===== src/rtl/ct_mat_exu_alu_rowseq.sv =====
// Matrix ALU row sequencer: accepts one instruction, issues sizeM row operations,
// waits EX_LAT cycles and commits. Optional row_stall port under MAT_ALU_ROW_STALL_EN.
module ct_mat_exu_alu_rowseq #(
  parameter int IID_W  = 7,
  parameter int ROW_W  = 8,
  parameter int OP_W   = 11,
  parameter int EX_LAT = 2
) (
  input  logic             ctrl_clk,
  input  logic             cpurst_b,
  input  logic             rtu_yy_xx_flush,
  input  logic             idu_mat_rf_alu_sel,
  input  logic [IID_W-1:0] idu_mat_rf_pipe8_iid,
  input  logic [OP_W-1:0]  idu_mat_rf_pipe8_alu_op,
  input  logic [ROW_W-1:0] x_sizeM,
  output logic             mat_alu_idu_ready,
  output logic             mat_alu_row_vld,
  output logic [ROW_W-1:0] mat_alu_row_idx,
  output logic [OP_W-1:0]  mat_alu_row_op,
  output logic             mat_alu_cbus_pipe8_sel,
  output logic [IID_W-1:0] mat_alu_cbus_pipe8_iid
`ifdef MAT_ALU_ROW_STALL_EN
  ,
  input  logic             row_stall
`endif
);

  // state | meaning
  // IDLE  | ready for a new instruction
  // RUN   | issuing one row per cycle
  // DRAIN | waiting EX_LAT cycles, then commit
  typedef enum logic [1:0] {
    IDLE  = 2'd0,
    RUN   = 2'd1,
    DRAIN = 2'd2
  } state_t;

  localparam logic [2:0] LAT_INIT = 3'(EX_LAT);

  state_t           state, state_nxt;
  logic [ROW_W-1:0] row_cnt;
  logic [ROW_W-1:0] size_q;
  logic [IID_W-1:0] iid_q;
  logic [OP_W-1:0]  op_q;
  logic [2:0]       lat_cnt;
  logic             stall;
  logic             accept;
  logic             issue;
  logic             last_row;
  logic             commit;

`ifdef MAT_ALU_ROW_STALL_EN
  assign stall = row_stall;
`else
  assign stall = 1'b0;
`endif

  always_comb begin
    state_nxt = state;
    accept    = 1'b0;
    issue     = 1'b0;
    last_row  = 1'b0;
    commit    = 1'b0;
    case (state)
      IDLE: begin
        if (idu_mat_rf_alu_sel && !rtu_yy_xx_flush) begin
          accept    = 1'b1;
          state_nxt = (x_sizeM != '0) ? RUN : DRAIN;
        end
      end
      RUN: begin
        if (!rtu_yy_xx_flush && !stall) begin
          issue    = 1'b1;
          last_row = (row_cnt == size_q - ROW_W'(1));
          if (last_row) state_nxt = DRAIN;
        end
      end
      DRAIN: begin
        if (!rtu_yy_xx_flush && !stall && lat_cnt == 3'd0) begin
          commit    = 1'b1;
          state_nxt = IDLE;
        end
      end
      default: state_nxt = IDLE;
    endcase
    if (rtu_yy_xx_flush) state_nxt = IDLE;
  end

  always_ff @(posedge ctrl_clk or negedge cpurst_b) begin
    if (!cpurst_b) begin
      state   <= IDLE;
      row_cnt <= '0;
      size_q  <= '0;
      iid_q   <= '0;
      op_q    <= '0;
      lat_cnt <= '0;
    end else begin
      state <= state_nxt;
      if (rtu_yy_xx_flush) begin
        row_cnt <= '0;
      end else if (accept) begin
        iid_q   <= idu_mat_rf_pipe8_iid;
        op_q    <= idu_mat_rf_pipe8_alu_op;
        size_q  <= x_sizeM;
        row_cnt <= '0;
      end else if (issue && !last_row) begin
        row_cnt <= row_cnt + ROW_W'(1);
      end else if (commit) begin
        row_cnt <= '0;
      end
      // Latency timer loads on DRAIN entry and counts down to the commit cycle
      if (state_nxt == DRAIN && state != DRAIN) begin
        lat_cnt <= LAT_INIT;
      end else if (state == DRAIN && !stall && lat_cnt != 3'd0) begin
        lat_cnt <= lat_cnt - 3'd1;
      end
    end
  end

  assign mat_alu_idu_ready      = (state == IDLE);
  assign mat_alu_row_vld        = issue;
  assign mat_alu_row_idx        = row_cnt;
  assign mat_alu_row_op         = (state != IDLE) ? op_q : '0;
  assign mat_alu_cbus_pipe8_sel = commit;
  assign mat_alu_cbus_pipe8_iid = iid_q;

endmodule


===== config.mk =====
export PLATFORM = sky130hd
export DESIGN_NAME = ct_mat_exu_alu_rowseq
export DESIGN_NICKNAME = d
export VERILOG_FILES = /design/src/rtl/ct_mat_exu_alu_rowseq.sv
export SDC_FILE = /design/constraint.sdc
export NUM_CORES = 1
export LEC_CHECK = 0
export CAP_MARGIN = 10
export CORE_ASPECT_RATIO = 1.2
export CORE_MARGIN = 8
export CORE_UTILIZATION = 35
export CTS_CLUSTER_SIZE = 24
export DETAILED_ROUTE_END_ITERATION = 12
export DONT_BUFFER_PORTS = 1
export PLACE_DENSITY_LB_ADDON = 0.2
export SLEW_MARGIN = 5
export SYNTH_ARGS = -nofsm -noshare
export SYNTH_HDL_FRONTEND = slang
export SYNTH_SLANG_ARGS = --single-unit

===== constraint.sdc =====
create_clock -name ctrl_clk -period 2.5 [get_ports ctrl_clk]
set_clock_uncertainty 0.05 [all_clocks]
set_input_delay 0.125 -clock ctrl_clk [delete_from_list [all_inputs] [get_ports ctrl_clk]]
set_output_delay 0.125 -clock ctrl_clk [all_outputs]
set_load 0.1 [all_outputs]

# Word level (Yosys, flattened, before mapping)
# Cells that the tools add are included.
[word_totals] mem_bits_ro=0 ff_bits=39 wordCells=51 latch_bits=0 mem_bits_rw=0 memories=0 output_inout_bits=29
[op_classes] multipliers=0 muxes=21 n_addsub=3 bitwise_logic=1 n_eq_ne=5 div_mod_pow=0 order_cmp=0 reduce_logical=15 shift=0
[ops] cell="$mux 8" count=4
[ops] cell="$mux 11" count=1
[ops] cell="$mux 2" count=5
[ops] cell="$add 8x1->8 const B" count=1
[ops] cell="$eq 8x8->1" count=1
[ops] cell="$mux 1" count=8
[ops] cell="$reduce_bool 8->1" count=1
[ops] cell="$sub 8x1->8 const B" count=1
[ops] cell="$mux 3" count=2
[ops] cell="$pmux 2 s3" count=1
[ops] cell="$logic_and 1x1->1" count=5
[ops] cell="$eq 2x2->1 const B" count=2
[ops] cell="$reduce_bool 2->1" count=2
[ops] cell="$reduce_bool 4->1" count=1
[ops] cell="$logic_not 3->1" count=1
[ops] cell="$reduce_bool 3->1" count=1
[ops] cell="$sub 3x1->3 const B" count=1
[ops] cell="$eq 2x1->1 const B" count=1
[ops] cell="$logic_not 1->1" count=2
[ops] cell="$logic_not 2->1" count=1
[ops] cell="$ne 2x2->1 const B" count=1
[ops] cell="$reduce_and 2->1" count=1
[ops] cell="$not 1->1" count=1

# Logic depth before layout (Yosys ltp)
# Gate-level depths: netlist of run 1.
[logic_depth] depth_word=9 depth_mapped=9 mapped_depth_nobuf=9

# Worst setup path before layout of run 1
# OpenSTA, ideal clock, no wires.
[synth_timing] path_kind="register -> output" startpoint="register lat_cnt[0]" endpoint="output port mat_alu_cbus_pipe8_sel" required_time_ns=2.325 path_buffers=0 setup_slack_ns=-1.369 arrival_time_ns=3.694 path_stages_with_launch=5 path_cell_list="dfrtp_1 > inv_1 > ha_1 > ha_1 > nor4bb_1"
[synth_via] elab_chain_len=4
[synth_lines] element="start, declared" line_no="45" text="logic [2:0] lat_cnt;"
[synth_lines] element="start signal, assigned" line_no="115" text="lat_cnt <= lat_cnt - 3'd1;"
[synth_lines] element="$logic_not 3->1" line_no="79" text="if (!rtu_yy_xx_flush && !stall && lat_cnt == 3'd0) begin"
[synth_lines] element="$logic_and 1x1->1" line_no="79"
[synth_lines] element="$mux 1" line_no="79"
[synth_lines] element="$mux 1" line_no="64" text="case (state)"
[synth_lines] element="end, declared" line_no="20" text="output logic mat_alu_cbus_pipe8_sel,"
# Every way passes these cells.

# Worst setup path after layout of run 1
[layout_timing] startpoint="register size_q[0]" endpoint="register row_cnt[4], in the netlist mat_alu_row_idx[4]"
[layout_via] elab_chain_len=9 elab_cells_between_ends=10 cone_classes="add/sub (1); eq/ne (1); mux (5); reduce/logical (3)"
[layout_lines] element="start, declared" line_no="42" text="logic [ROW_W-1:0] size_q;"
[layout_lines] element="start signal, assigned" line_no="104" text="size_q <= x_sizeM;"
[layout_lines] element="$sub 8x1->8 (*)" line_no="74" text="last_row = (row_cnt == size_q - ROW_W'(1));"
[layout_lines] element="$eq 8x8->1 (*)" line_no="74"
[layout_lines] element="$mux 1 (*)" line_no="72" text="if (!rtu_yy_xx_flush && !stall) begin"
[layout_lines] element="$mux 1 (*)" line_no="64"
[layout_lines] element="$logic_not 1->1 (*)" line_no="106" text="end else if (issue && !last_row) begin"
[layout_lines] element="$logic_and 1x1->1 (*)" line_no="106"
[layout_lines] element="$mux 8" line_no="106"
[layout_lines] element="$mux 8" line_no="101" text="end else if (accept) begin"
[layout_lines] element="$mux 8" line_no="99" text="if (rtu_yy_xx_flush) begin"
[layout_lines] element="end signal, assigned" line_no="107" text="row_cnt <= row_cnt + ROW_W'(1);"
[layout_lines] element="end, declared" line_no="41" text="logic [ROW_W-1:0] row_cnt;"
# Mark *: on every way between the ends. The rest lies on a longest branch, timed or not.
# A chain may end at the register's enable or synchronous reset.

==> results of run 1 <==
## placed cells by master, fill, tap and decap left out, drive strengths merged, types with 2 or more instances in the layout
master	n
and3	6
xnor2	2
nor2	9
clkbuf	6
mux2i	2
nor3	3
a21oi	5
a211oi	2
or3	3
or2	2
nand3b	2
o21ai	8
or4	2
buf	26
a22o	2
nand2b	3
nor4	2
nand4	3
inv	8
nor3b	7
nand2	13
dlygate4sd3	29
mux2	24
xor2	7
nor2b	12
ha	4
dfrtp	39
o21a	2
## cell type report
type,count,area [um2]
clock buffers,6,82.6
clock inverters,1,5.00
fillers,543,3090
inverters,8,30.0
multi-input cells,139,1140
flip-flops and latches,39,982
well taps,82,103
repair buffers,55,498
## per-layer routing
| metal | global-route usage, % | vias up | share of wire, % |
|---|---|---|---|
| met2 | 21.8 | 42 | 52 |
| met4 | 4.38 | 0 | 1.2 |
| met3 | 5.63 | 5 | 8.7 |
| met1 | 13.6 | 797 | 38 |
| li1 | - | 793 | - |
| met5 | 0 | - | 0 |
## power by group
group          internal (uW)  switching (uW)  total [uW]  leakage (uW)
Sequential               722             262         984      0.000474
Clock                    217             214         430     0.0000470
Combinational            240             358         598      0.000674
## sequential cells by signal (all words and copies together), names as in the netlist
register and cells:
op_q 11, size_q 8, lat_cnt 3, mat_alu_cbus_pipe8_iid 7, state 2, mat_alu_row_idx 8
## timing repair
| item | 4_1_cts | 5_1_grt |
|---|---|---|
| hold endpoints to repair | 70 | 1 |
| hold buffers | 29 | 1 |
| resized for setup | 0 | 1 |
| endpoints found under the setup margin | 0 | 3 |
## through the flow
step | hold slack [ns] | utilization [%] | worst slack (ns) | std cells | TNS, ns
global placement | -0.219 | 41.0 | 0.0363 | 293 | 0
floorplan | -0.221 | - | -0.380 | 194 | -2.54
finish | 0.0265 | 47.9 | 0.177 | 330 | 0
CTS | 0.00664 | 47.5 | 0.0331 | 329 | 0
global route | 0.0391 | 47.9 | 0.0148 | 330 | 0
detailed placement | -0.219 | 41.0 | 0.0579 | 293 | 0
## kinds of logic (layout without fill, tap and decap cells)
logic type	Yosys count	count (layout)	share of synthesized area, %
xor+xnor	9	9	3.75
compound gates	26	26	9.33
simple gates	73	73	20.7
buf+inv	16	70	3.21
fa+ha+maj	5	5	2.85
flops	39	39	46.4
mux	26	26	13.8
## how the worst min path moves through the flow
| stage | startpoint | depth (start not counted) | slack [ns] | to |
|---|---|---|---|---|
| final | rtu_yy_xx_flush | 2 | 0.03 | mat_alu_row_idx[6] |
| after detailed placement | cpurst_b | 0 | -0.22 | mat_alu_row_idx[3] |
| after global routing | rtu_yy_xx_flush | 2 | 0.04 | mat_alu_row_idx[6] |
| after global placement | cpurst_b | 0 | -0.22 | mat_alu_row_idx[3] |
| after floorplan | cpurst_b | 0 | -0.22 | lat_cnt[0] |
| after CTS | rtu_yy_xx_flush | 2 | 0.007 | lat_cnt[0] |
## worst max-delay path, cell delays in order, from the launching register on
cell and delay [ns]:
dfrtp_1 0.41, nor3_1 0.26, a221oi_1 0.14, or4b_4 0.58, a41oi_4 0.29, buf_4 0.23, nand4_2 0.12, mux2i_1 0.14
==> key figures, run 1 <==
Final layout
  • Final Cell Area: 2840 um2
  • Area grow syn2layout: 35.0%
  • N_diodes: 0
  • Final nets: 282
  • Layout cells sized above 1: around a third

Clocking
  • Clock Root Buffer: clkbuf_8
  • # clock sinks: 39
  • CTS Buf Count: 5
  • # H-tree levels: 2
  • CTS tree: done
  • Clk pin slew, worst setup/hold paths: 0.07 ns
  • Post-CTS Setup Inserts: 0
  • Latest clock arrival within the worst-skew pair: 0.28 ns
  • Clock tree buffer depth: 2

Synthesis
  • Seq/Total Area, Yosys: 46.4%
  • Cell taking the most area after synthesis: dfrtp_1
  • Top cells by area, synth: dfrtp_1 (46%), mux2_2 (13%), nor2b_1 (3.6%)
  • Synth Flop Type: dfrtp_1
  • Post-synth EDFFs: 0
  • Post-synth cell types: 44
  • Syn Std Cell Area: about 2100 um2
  • Mean Syn Cell Area: between 10 and 15 um2
  • Most common cell in the netlist: dfrtp_1
  • Top-area cell type share of the netlist area: between 40% and 50%
  • Number of synthesis warnings: 0
  • Async S/R FF share, synth: 100%
  • Syn nets: around 230
  • #FFs+latches synth: 39
  • Most frequent cells after synthesis: dfrtp_1 (39), mux2_2 (24), nand2_1 (13)
  • Gate Count Post-Synth: 194

Floorplanning
  • DIE AREA: 8760 um2
  • Starting Density: 35.5%
  • Row Count: 31
  • Core area: slightly below 6000 um2
  • Die W: about 87 um
  • Ports: 59
  • Die Y: 101 um

Drt
  • Vias: 1637
  • Drt drc: 0
  • WL final: 5210 um
  • Post-DRT Antenna Nets: 0
  • WL/cell: about 16 um
  • Vias/cell: slightly below 5
  • Initial DRC Count: 25
  • TritonRoute pass-1 iters: 4

STA
  • Final Hold Violating Endpoints: 0
  • Rel. slew slack: between 30% and 40%
  • Worst-Margin Slew: 0.919 ns
  • F_max: 431 MHz
  • Max Slew Vio Count: 0
  • Unrepaired setup endpoints after global routing: false
  • Fin crit share: a little over 90%
  • Final Critical Period: 2.32 ns
  • Final Setup Violations: 0

Critical path
  • Setup Crit Path Kind: register to register
  • Crit Path Max Fanout: 13
  • R2R depth: 7
  • Crit end category: register
  • Worst R2R Setup Slack: approximately 0.18 ns
  • RR Endpoint: mat_alu_row_idx[4]
  • Worst Setup Start Kind: register
  • Worst Path Arrival: 2.45 ns
  • CP required: 2.63 ns
  • Worst Setup EP: mat_alu_row_idx[4]
  • Reg-to-Reg Start: size_q[0]
  • Crit path launch: size_q[0]

Pwr
  • Max rail drop VDD: just over 0.0005 V
  • Power density over cell area: 708 nW/um2
  • Lkg Pwr: 0.00119 uW
  • PnR Total Power: 2010 uW

Placement
  • Post-DP HPWL: 3660 um
  • Input/output buffers: 0
  • DP Area: 2430 um2
  • GP Congestion: 0.754

Global route
  • First-pass GRT wire length: 8670 um
  • Initial antenna violation count: 0
  • Total GRT Usage: 12.8%
  • Vias in the first global route: about 1800
  • Largest net degree at the start of global routing: 40
  • GRT overflow: 0

Job
  • Max_cap viols: 0

Hold path
  • Worst min path class: input port to register

Run status
  • Outcome: complete, no violations
Note: power is estimated with default switching activity, not from simulation.
==> run 2: changes to the inputs <==
CORE_ASPECT_RATIO = unset   (was 1.2)
==> key figures, run 2 (synthesized netlist as in run 1, its figures left out) <==
STA
  • Worst-Margin Slew: 0.912 ns
  • Rel. slew slack: 39.2%
  • Final Setup Violations: 0
  • Setup ws final: roughly 0.13 ns
  • Max Slew Vio Count: 0
  • Setup TNS Final: 0 ns
  • Final Critical Period: 2.37 ns
  • Final Hold Violating Endpoints: 0
  • F_max: 423 MHz
  • Fin crit share: 94.6%
  • Unrepaired setup endpoints after global routing: false

Final layout
  • Layout cells sized above 1: 33.7%
  • Area grow syn2layout: 35.0%
  • N_diodes: 0
  • Most common cell after layout, fill and taps aside: dfrtp_1
  • Top reg by flops: op_q
  • Sequential Area: 982 um2
  • Fill cells: 519
  • Final Cell Area: 2840 um2
  • Max reg flops: 11
  • Multi-input gate area: 1140 um2
  • Most frequent cells in the layout: dfrtp_1 (34), dlygate4sd3_1 (28), buf_4 (26), mux2_2 (24), nand2_1 (13)
  • Final nets: ~280

Floorplanning
  • Ports: 59
  • Starting Density: 36.0%
  • Die W: 93.5 um
  • Die Y: 93.5 um
  • DIE AREA: 8750 um2
  • Row Count: 28
  • Core area: just under 6000 um2

Critical path
  • Setup Crit Path Kind: register to register
  • Worst Setup Start Kind: register
  • Worst Path Arrival: ~2.5 ns
  • Crit Path Max Fanout: 13
  • Crit end category: register
  • CP required: 2.64 ns
  • Critical-path top delay cell: or4b_4
  • Critical path's largest stage delay: around 0.57 ns
  • Cell Chain, Critical Path: nor3_1 > a221oi_1 > or4b_4 > a41oi_4 > buf_4 > a21oi_1 > o21a_1

Global route
  • Total GRT Usage: roughly 14%
  • Vias in the first global route: roughly 1800
  • First-pass GRT wire length: 9120 um
  • Largest net degree at the start of global routing: 40
  • Initial antenna violation count: 0
  • GRT overflow: 0

Placement
  • DP Area: 2430 um2
  • Input/output buffers: 0
  • Post-DP HPWL: ~3700 um
  • Pre-CTS WS: 0.155 ns
  • GP Congestion: about 0.77

Drt
  • Vias: between 1500 and 2000
  • Drt drc: 0
  • TritonRoute pass-1 iters: 4
  • WL final: 5450 um
  • Post-DRT Antenna Nets: 0
  • Initial DRC Count: 98
  • Vias/cell: 4.94
  • WL/cell: 16.8 um

Clocking
  • Clock tree buffer depth: 2
  • Post-CTS Setup Inserts: 0
  • Clock Root Buffer: clkbuf_8
  • # H-tree levels: 2
  • CTS Buf Count: 5
  • Latest clock arrival within the worst-skew pair: 0.30 ns
  • # clock sinks: 39
  • Clk pin slew, worst setup/hold paths: 0.08 ns
  • CTS tree: done

Hold path
  • Worst min path class: input port to register

Job
  • Max_cap viols: 0

Pwr
  • Max rail drop VDD: 0.000383 V
  • Power density over cell area: 725 nW/um2
  • Lkg Pwr: 0.00120 uW

Run status
  • Outcome: complete, no violations
-- run 2: routing by layer --
metal	global-route usage (%)	share of wire, %
met5	0	0
met4	5.28	1.9
met3	4.33	4.7
met2	23.2	51
met1	15.2	42
-- run 2: area by class of cell --
class / instances / area share [%]
flip-flops and latches: 39 / 34.6
inverters: 8 / 1.06
repair buffers: 55 / 17.4
clock inverters: 2 / 0.572
well taps: 75 / 3.30
clock buffers: 6 / 2.91
multi-input cells: 139 / 40.2
-- run 2: critical path: cells and delay by family (launching register included) --
kind                   cells  cell delay [ns]
AOI/OAI and AO/OA          4             0.69
buffers and inverters      1             0.23
DFF                        1             0.42
and+or+nand+nor            2             0.86
-- run 2: per-stage QoR --
| stage | hold WS [ns] | utilization, % | power, uW | cells |
|---|---|---|---|---|
| 3_3_place_gp | -0.219 | 41.5 | 1540 | 287 |
| 2_1_floorplan | -0.221 | - | 1420 | 194 |
| 6_report | 0.0104 | 48.6 | 2060 | 324 |
| 5_1_grt | 0.00561 | 48.6 | 2170 | 324 |
| 4_1_cts | 0.00388 | 48.4 | 2080 | 324 |
| 3_5_place_dp | -0.219 | 41.5 | 1550 | 287 |
-- run 2: power by group --
part           internal (uW)  switching, uW
logic                    243            361
clock network            225            248
registers                722            261
total                   1190            870
-- run 2: repair_timing --
| item | CTS | global route |
|---|---|---|
| setup endpoints to repair | 0 | 3 |
| hold buffers | 29 | 0 |
| gates resized for setup | 0 | 1 |
| endpoints found under the hold margin | 71 | 0 |
-- run 2: path summary, 6_finish.rpt --
check	start	slack [ns]	endpoint	cells past startpoint
worst max-delay path	size_q[0]	0.13	mat_alu_row_idx[7]	7
worst min-delay path	rtu_yy_xx_flush	0.01	mat_alu_row_idx[6]	2
worst max register to register	size_q[0]	0.13	mat_alu_row_idx[7]	7
worst min register to register	lat_cnt[1]	0.45	lat_cnt[1]	1
max in group asynchronous	cpurst_b	1.95	mat_alu_row_idx[5]	2
min in group asynchronous	cpurst_b	0.23	mat_alu_cbus_pipe8_iid[1]	2
==> run 3: changes to the inputs <==
RECOVER_POWER = 100   (was unset)
==> key figures, run 3 (synthesized netlist as in run 1, its figures left out) <==
Critical path
  • Delay-heaviest family, CP: buffers and inverters
  • Crit end category: register
  • Critical path's largest stage delay: about 0.96 ns
  • Worst Setup Start Kind: register
  • Worst Path Buf+Inv: 1
  • Setup Crit Path Kind: register to register
  • Worst Path Arrival: 2.57 ns
  • Cell Chain, Critical Path: clkbuf_1 > nand3_1 > or3_1 > a21oi_1 > a22o_1
  • Critical-path top delay cell: clkbuf_1
  • Crit Path Max Fanout: 6
  • CP required: 2.69 ns

Final layout
  • Most common cell after layout, fill and taps aside: dfrtp_1
  • Final Core Density: 47.4%
  • N_diodes: 0
  • Max reg flops: 11
  • Fill cells: 528
  • Final nets: 282
  • Sequential Area: 982 um2
  • Multi-input gate area: 1130 um2
  • Most frequent cells in the layout: dfrtp_1 (34), dlygate4sd3_1 (28), mux2_2 (24), nand2_1 (13), nor2b_2 (11)
  • Top reg by flops: op_q
  • Layout cells sized above 1: between 30% and 40%
  • Final Cell Area: approximately 2800 um2
  • Area grow syn2layout: 31.7%

Hold path
  • Worst min path class: input port to register

Pwr
  • Lkg Pwr: between 0.001 and 0.0015 uW
  • Power density over cell area: 736 nW/um2
  • PnR Total Power: 2040 uW
  • Max rail drop VDD: between 0.0003 and 0.0004 V

Floorplanning
  • Core area: 5850 um2
  • DIE AREA: 8750 um2
  • Die W: 93.5 um
  • Starting Density: 36.0%
  • Row Count: 28
  • Ports: 59
  • Die Y: about 94 um

Job
  • Max_cap viols: 1

Run status
  • Outcome: complete, but fails checks
  • Failing checks: capacitance limit, slew limit

STA
  • Unrepaired setup endpoints after global routing: false
  • Final Hold Violating Endpoints: 0
  • F_max: approximately 420 MHz
  • Final Critical Period: 2.38 ns
  • Setup TNS Final: 0 ns
  • Rel. slew slack: -18.1%
  • Worst-Margin Slew: 1.77 ns
  • Max Slew Vio Count: 40
  • Final Setup Violations: 0
  • Fin crit share: 95.1%

Clocking
  • CTS Buf Count: 5
  • Clock tree buffer depth: 2
  • # H-tree levels: 2
  • Clk pin slew, worst setup/hold paths: 0.08 ns
  • # clock sinks: 39
  • Clock Root Buffer: clkbuf_8
  • CTS tree: done
  • Latest clock arrival within the worst-skew pair: 0.30 ns
  • Post-CTS Setup Inserts: 0

Drt
  • Post-DRT Antenna Nets: 0
  • Vias: 1602
  • Vias/cell: 4.94
  • Drt drc: 0
  • WL final: 5450 um
  • TritonRoute pass-1 iters: 4
  • WL/cell: 16.8 um
  • Initial DRC Count: 96

Global route
  • Initial antenna violation count: 0
  • Vias in the first global route: 1750
  • Largest net degree at the start of global routing: 40
  • First-pass GRT wire length: a little over 9000 um
  • Total GRT Usage: 13.5%
  • GRT overflow: 0

Placement
  • Post-DP HPWL: roughly 3700 um
  • GP Congestion: 0.767
  • Input/output buffers: 0
  • DP Area: 2430 um2
run 3: cell count changes in the layout (fill, tap and decap cells not counted), moves of 4 or more:
cell	change
buf_4	-19
clkbuf_1	+5
clkbuf_2	+4
buf_2	+9
run 3: area by class of cell:
type / instances / share of cell area, %
clock buffer: 6 / 2.98
clock inverter: 2 / 0.587
inverter: 8 / 1.08
multi-input combinational: 139 / 40.8
sequential: 39 / 35.4
tap: 75 / 3.39
timing repair buffer: 55 / 15.8
run 3: where the power goes:
part	switching, uW	total (uW)	internal [uW]
clock network	247	472	225
registers	260	982	722
logic	359	586	226
run 3: path summary, 6_finish.rpt:
check                              startpoint                         to  slack (ns)  cells after the start
setup / recovery           mat_alu_row_idx[5]         mat_alu_row_idx[6]        0.12                      5
hold / removal                rtu_yy_xx_flush         mat_alu_row_idx[6]        0.01                      2
setup reg to reg           mat_alu_row_idx[5]         mat_alu_row_idx[6]        0.12                      5
hold reg to reg                    lat_cnt[1]                 lat_cnt[1]        0.45                      1
max in group asynchronous            cpurst_b         mat_alu_row_idx[5]        0.43                      2
min in group asynchronous            cpurst_b  mat_alu_cbus_pipe8_iid[1]        0.81                      2
run 3: what timing repair did:
item	in CTS	in global routing
resized for setup	0	1
endpoints found under the hold margin	71	0
hold buffers	29	0
endpoints found under the setup margin	0	3
run 3: metrics by stage:
step | hold WS (ns) | instances | worst slack (ns)
finish | 0.0104 | 324 | 0.122
CTS | 0.00388 | 324 | 0.130
floorplan | -0.221 | 194 | -0.380
global placement | -0.219 | 287 | 0.127
global route | 0.00575 | 324 | 0.00996
detailed placement | -0.219 | 287 | 0.155
run 3: layer usage:
layer  track usage (%)  vias to the layer above  share of wire [%]
li1                  -                      797                  -
met1              15.2                      769                 42
met2              23.2                       26                 51
met3              4.33                       10                4.6
met4              5.28                        0                1.9
met5                 0                        -                  0
